### config.mk
export PLATFORM = sky130hd
export DESIGN_NAME = rdl_subreg_counter
export DESIGN_NICKNAME = d
export VERILOG_FILES = /design/src/rtl/rdl_subreg_counter.sv
export SDC_FILE = /design/constraint.sdc
export NUM_CORES = 1
export LEC_CHECK = 0
export BUFFER_PORTS_ARGS = -buffer_cell sky130_fd_sc_hd__buf_2
export CORE_MARGIN = 3
export CORE_UTILIZATION = 40
export CTS_BUF_LIST = sky130_fd_sc_hd__clkbuf_4 sky130_fd_sc_hd__clkbuf_8
export CTS_CLUSTER_DIAMETER = 60
export DETAILED_ROUTE_END_ITERATION = 12
export HOLD_SLACK_MARGIN = 0.06
export MAX_ROUTING_LAYER = met4
export RECOVER_POWER = 100
export SETUP_SLACK_MARGIN = 0.05
export SYNTH_ARGS = -nofsm -noshare
export SYNTH_HDL_FRONTEND = slang
export SYNTH_SLANG_ARGS = --single-unit
### constraint.sdc
create_clock -name clk -period 5.9 [get_ports clk]
set_input_delay 1.18 -clock clk [delete_from_list [all_inputs] [get_ports clk]]
set_output_delay 1.18 -clock clk [all_outputs]
set_load 0.1 [all_outputs]
### src/rtl/rdl_subreg_counter.sv
// SystemRDL counter-field stage: next-state, enable and storage for one counter field.
// Define RDL_SUBREG_COUNTER_THRESHOLD_EN to add the threshold comparator (threshold, thr_hit, thr_event).
module rdl_subreg_counter #(
  parameter int unsigned   DW         = 32,
  parameter int unsigned   IncrW      = 1,
  parameter logic [DW-1:0] ResetValue = '0,
  parameter bit            Saturate   = 1'b0,
  parameter bit            ReadClear  = 1'b0
) (
  input  logic             clk,
  input  logic             rst,
  input  logic             sw_we,
  input  logic [DW-1:0]    sw_wd,
  input  logic             sw_re,
  input  logic             incr,
  input  logic [IncrW-1:0] incr_val,
  input  logic             decr,
  input  logic [IncrW-1:0] decr_val,
  input  logic             hw_clr,
`ifdef RDL_SUBREG_COUNTER_THRESHOLD_EN
  input  logic [DW-1:0]    threshold,
  output logic             thr_hit,
  output logic             thr_event,
`endif
  output logic [DW-1:0]    q,
  output logic             overflow,
  output logic             underflow
);

  // Two guard bits: one for the carry past 2^DW-1, one as the sign of a borrow below 0.
  localparam int unsigned SW = DW + 2;

  logic [DW-1:0] q_d, q_q;
  logic          overflow_d, overflow_q;
  logic          underflow_d, underflow_q;

  logic [DW-1:0] base;
  logic [SW-1:0] add_amt;
  logic [SW-1:0] sub_amt;
  logic [SW-1:0] sum;
  logic          sum_over;
  logic          sum_under;
  logic          arith_en;

  always_comb begin
    base      = (sw_re && ReadClear) ? '0 : q_q;
    add_amt   = incr ? SW'(incr_val) : '0;
    sub_amt   = decr ? SW'(decr_val) : '0;
    sum       = SW'(base) + add_amt - sub_amt;
    sum_under = sum[SW-1];
    sum_over  = ~sum[SW-1] & sum[SW-2];
    arith_en  = incr | decr | (sw_re && ReadClear);
  end

  always_comb begin
    // NOTE: every signal assigned here gets a default first, so no path can infer a latch.
    q_d         = q_q;
    overflow_d  = 1'b0;
    underflow_d = 1'b0;
    if (hw_clr) begin
      q_d = ResetValue;
    end else if (sw_we) begin
      q_d = sw_wd;
    end else if (arith_en) begin
      if (sum_over) begin
        overflow_d = 1'b1;
        q_d        = Saturate ? '1 : sum[DW-1:0];
      end else if (sum_under) begin
        underflow_d = 1'b1;
        q_d         = Saturate ? '0 : sum[DW-1:0];
      end else begin
        q_d = sum[DW-1:0];
      end
    end
  end

  always_ff @(posedge clk or posedge rst) begin
    // NOTE: state is updated with non-blocking assignments so every flop samples pre-edge values.
    if (rst) begin
      q_q         <= ResetValue;
      overflow_q  <= 1'b0;
      underflow_q <= 1'b0;
    end else begin
      q_q         <= q_d;
      overflow_q  <= overflow_d;
      underflow_q <= underflow_d;
    end
  end

  assign q         = q_q;
  assign overflow  = overflow_q;
  assign underflow = underflow_q;

`ifdef RDL_SUBREG_COUNTER_THRESHOLD_EN
  logic thr_hit_d, thr_hit_q;
  logic thr_event_d, thr_event_q;

  // Compare against the next value so thr_hit moves in the same cycle as q.
  always_comb begin
    thr_hit_d   = (q_d >= threshold);
    thr_event_d = thr_hit_d & ~thr_hit_q;
  end

  always_ff @(posedge clk or posedge rst) begin
    if (rst) begin
      thr_hit_q   <= 1'b0;
      thr_event_q <= 1'b0;
    end else begin
      thr_hit_q   <= thr_hit_d;
      thr_event_q <= thr_event_d;
    end
  end

  assign thr_hit   = thr_hit_q;
  assign thr_event = thr_event_q;
`endif

endmodule
==> run metrics <==
run status=complete, but fails checks; failing checks=capacitance limit, slew limit; Clk pin slew, worst setup/hold paths=0.08 ns; top cell type's share of synthesized area=25.1%; Post-synth ARST share=100%; synth top area cells=dfrtp_1 (25%), ha_1 (13%), a21oi_1 (4.6%), inv_1 (4.3%), xnor2_1 (4.1%); H-tree Lvls=2; GRT overflow=0; Post-Syn Nets=492; most frequent CP cell=clkbuf_1; CTS Sinks=34; Setup crit start kind=primary input; FF+latch count, synth=34; post-CTS sizing=0; crit share post-route=around three quarters; Worst Tran Pin Value=2.04 ns; initial antenna violation count=0; top cells by instance count after synthesis=inv_1 (39), nand2_1 (37), ha_1 (35), dfrtp_1 (34), a21oi_1 (31); Via Count=3244; number of global-route vias before repair=3223; vias per inst=5.57; drt pass-1 iters=4; fmax=approximately 0.23 GHz; Slew Viols, Final=76; crit path time final=4.42 ns; latest clock arrival within the worst-skew pair=between 0.2 and 0.3 ns; Diodes inserted=0; sequential fraction of the synthesis area=approximately 25%; ANT nets after route=0; largest net degree at the start of global routing=41; crit-path cells=clkbuf_1 > nor4_2 > clkbuf_1 > or3_1 > nor4_1 > a311oi_1 > nand2_1; metal3 WL=between 500 and 600 um; Max-cap violations=2; CTS tree=done; Mapped Area=between 3000 and 4000 um^2; DR DRC count=0; IO Pins=between 70 and 80; WL met1=between 4000 and 5000 um; fraction of layout cells with a size suffix above 1=13.3%; WL final=8800 um; global-route wire length before repair=around 15000 um; Post-CTS Setup Repair Bufs=0; Worst Skew=0.0134 ns; Worst Path Buf+Inv=2; CTS buffer count=5; site row count=32; Slew HR=-35.7%; CP max FO=40; most frequent cell after synthesis=inv_1; unrepaired setup endpoints after global routing=no; wire per inst=15.1 um; endpoint arrival time on the critical path=4.60 ns; Layout Nets=557; Hold Path Class=flip-flop to flip-flop; Slowest-stage cell, CP=clkbuf_1; GP Congestion=~0.86; unique cell type count in the Yosys netlist=59; Main synth FF type=dfrtp_1; initial core utilization=a little over two fifths; CP endpoint kind=flip-flop; DR iter-0 viols=140; total negative slack=0 ns; core area=7970 um^2; DIE HEIGHT=98.0 um; clock tree buffer depth=2; Die W=98.0 um; met2 WL=between 3000 and 4000 um; Post-synth EDFFs=0; Syn Area/Cell=8.15 um^2; hold buffers post-CTS=0; CP Class=primary input to flip-flop; endpoints failing setup=0; PortBufs=73; Layout area overhead=13.8%; top routing layer used=met4; WP data required=6.07 ns; GRT Resource Usage Total=19.3%; Syn. warnings=0; area leader, netlist=dfrtp_1; Die ar.=9600 um^2; Synth Instances=roughly 420; Fin. Hold Viols=0; worst hold slack=0.547 ns; Top delay family on crit path=buffers and inverters; Critical Path Max Stage Delay=1.39 ns; Root Driver=clkbuf_8; placed wire-length estimate=6620 um
[flip-flops by register name, indices dropped and copies added, names as in the netlist]
signal     cells
underflow      1
overflow       1
q             32
[final timing paths]
| kind | endpoint | slack [ns] | from | cells past startpoint |
|---|---|---|---|---|
| worst max register to register | q[30] | 2.85 | q[0] | 12 |
| max in group asynchronous | q[16] | 3.11 | rst | 3 |
| worst min-delay path | q[0] | 0.55 | q[0] | 2 |
| worst min register to register | q[0] | 0.55 | q[0] | 2 |
| worst max-delay path | q[31] | 1.48 | sw_we | 7 |
| min in group asynchronous | q[1] | 1.62 | rst | 3 |
[logic make-up (layout without fill, tap and decap cells)]
| kind of cell | after synthesis | after routing | share of synthesized area (%) |
|---|---|---|---|
| XOR/XNOR | 29 | 29 | 7.51 |
| multiplexers | 5 | 5 | 1.52 |
| adder cells (fa/ha/maj) | 36 | 36 | 13.5 |
| AND/OR/NAND/NOR | 101 | 101 | 13.9 |
| flip-flops | 34 | 34 | 25.1 |
| buffers and inverters | 57 | 122 | 6.58 |
| AO/OA/AOI/OAI | 153 | 153 | 31.8 |
[metal layers]
layer,vias up,track usage [%]
met2,98,30.2
met4,0,4.47
li1,1623,-
met1,1514,26.3
met3,9,2.93
met5,-,-
[layout make-up]
cell class                      count  area [um^2]
Multi-Input combinational cell    324         2300
Fill cell                         834         4120
Sequential cell                    34          851
Tap cell                          102          128
Inverter                           39          146
Clock buffer                        7         83.8
Timing Repair Buffer               76          337
[worst min-delay path: cells and delay by family (launching register included)]
kind	cells	cell delay, ns
DFF	1	0.39
AOI/OAI and AO/OA	1	0.06
and+or+nand+nor	1	0.07
[through the flow]
step / worst slack (ns) / cells / area [um^2] / utilization [%]
global placement: 1.69 / 575 / 3830 / 48.1
finish: 1.48 / 582 / 3850 / 48.3
detailed placement: 1.65 / 575 / 3830 / 48.1
CTS: 1.94 / 582 / 3910 / 49.1
global route: 1.08 / 582 / 3850 / 48.3
floorplan: 2.04 / 415 / 3380 / -
[placed cells by master (no fill, tap or decap), types with 3 or more instances in the layout]
master,netlist,final
a22oi_1,18,18
xor2_1,13,13
and3_1,6,6
o31ai_1,3,3
a21o_1,13,13
nand2b_1,4,4
mux2i_1,4,4
buf_2,1,38
nand2_1,37,37
ha_1,35,35
nand3_1,6,6
a31oi_1,4,4
o21ai_0,27,34
a21oi_1,31,32
o21ai_1,12,5
inv_1,39,39
o21bai_1,3,3
o211ai_1,5,5
nor3_1,5,5
clkbuf_8,0,5
clkbuf_1,14,37
dfrtp_1,34,34
xnor2_1,16,16
nor2_1,26,26
a22o_1,10,10
nand4_1,5,5
Power is not shown: default switching activity piles up to over one toggle a cycle in this logic, so the estimate is an artifact.
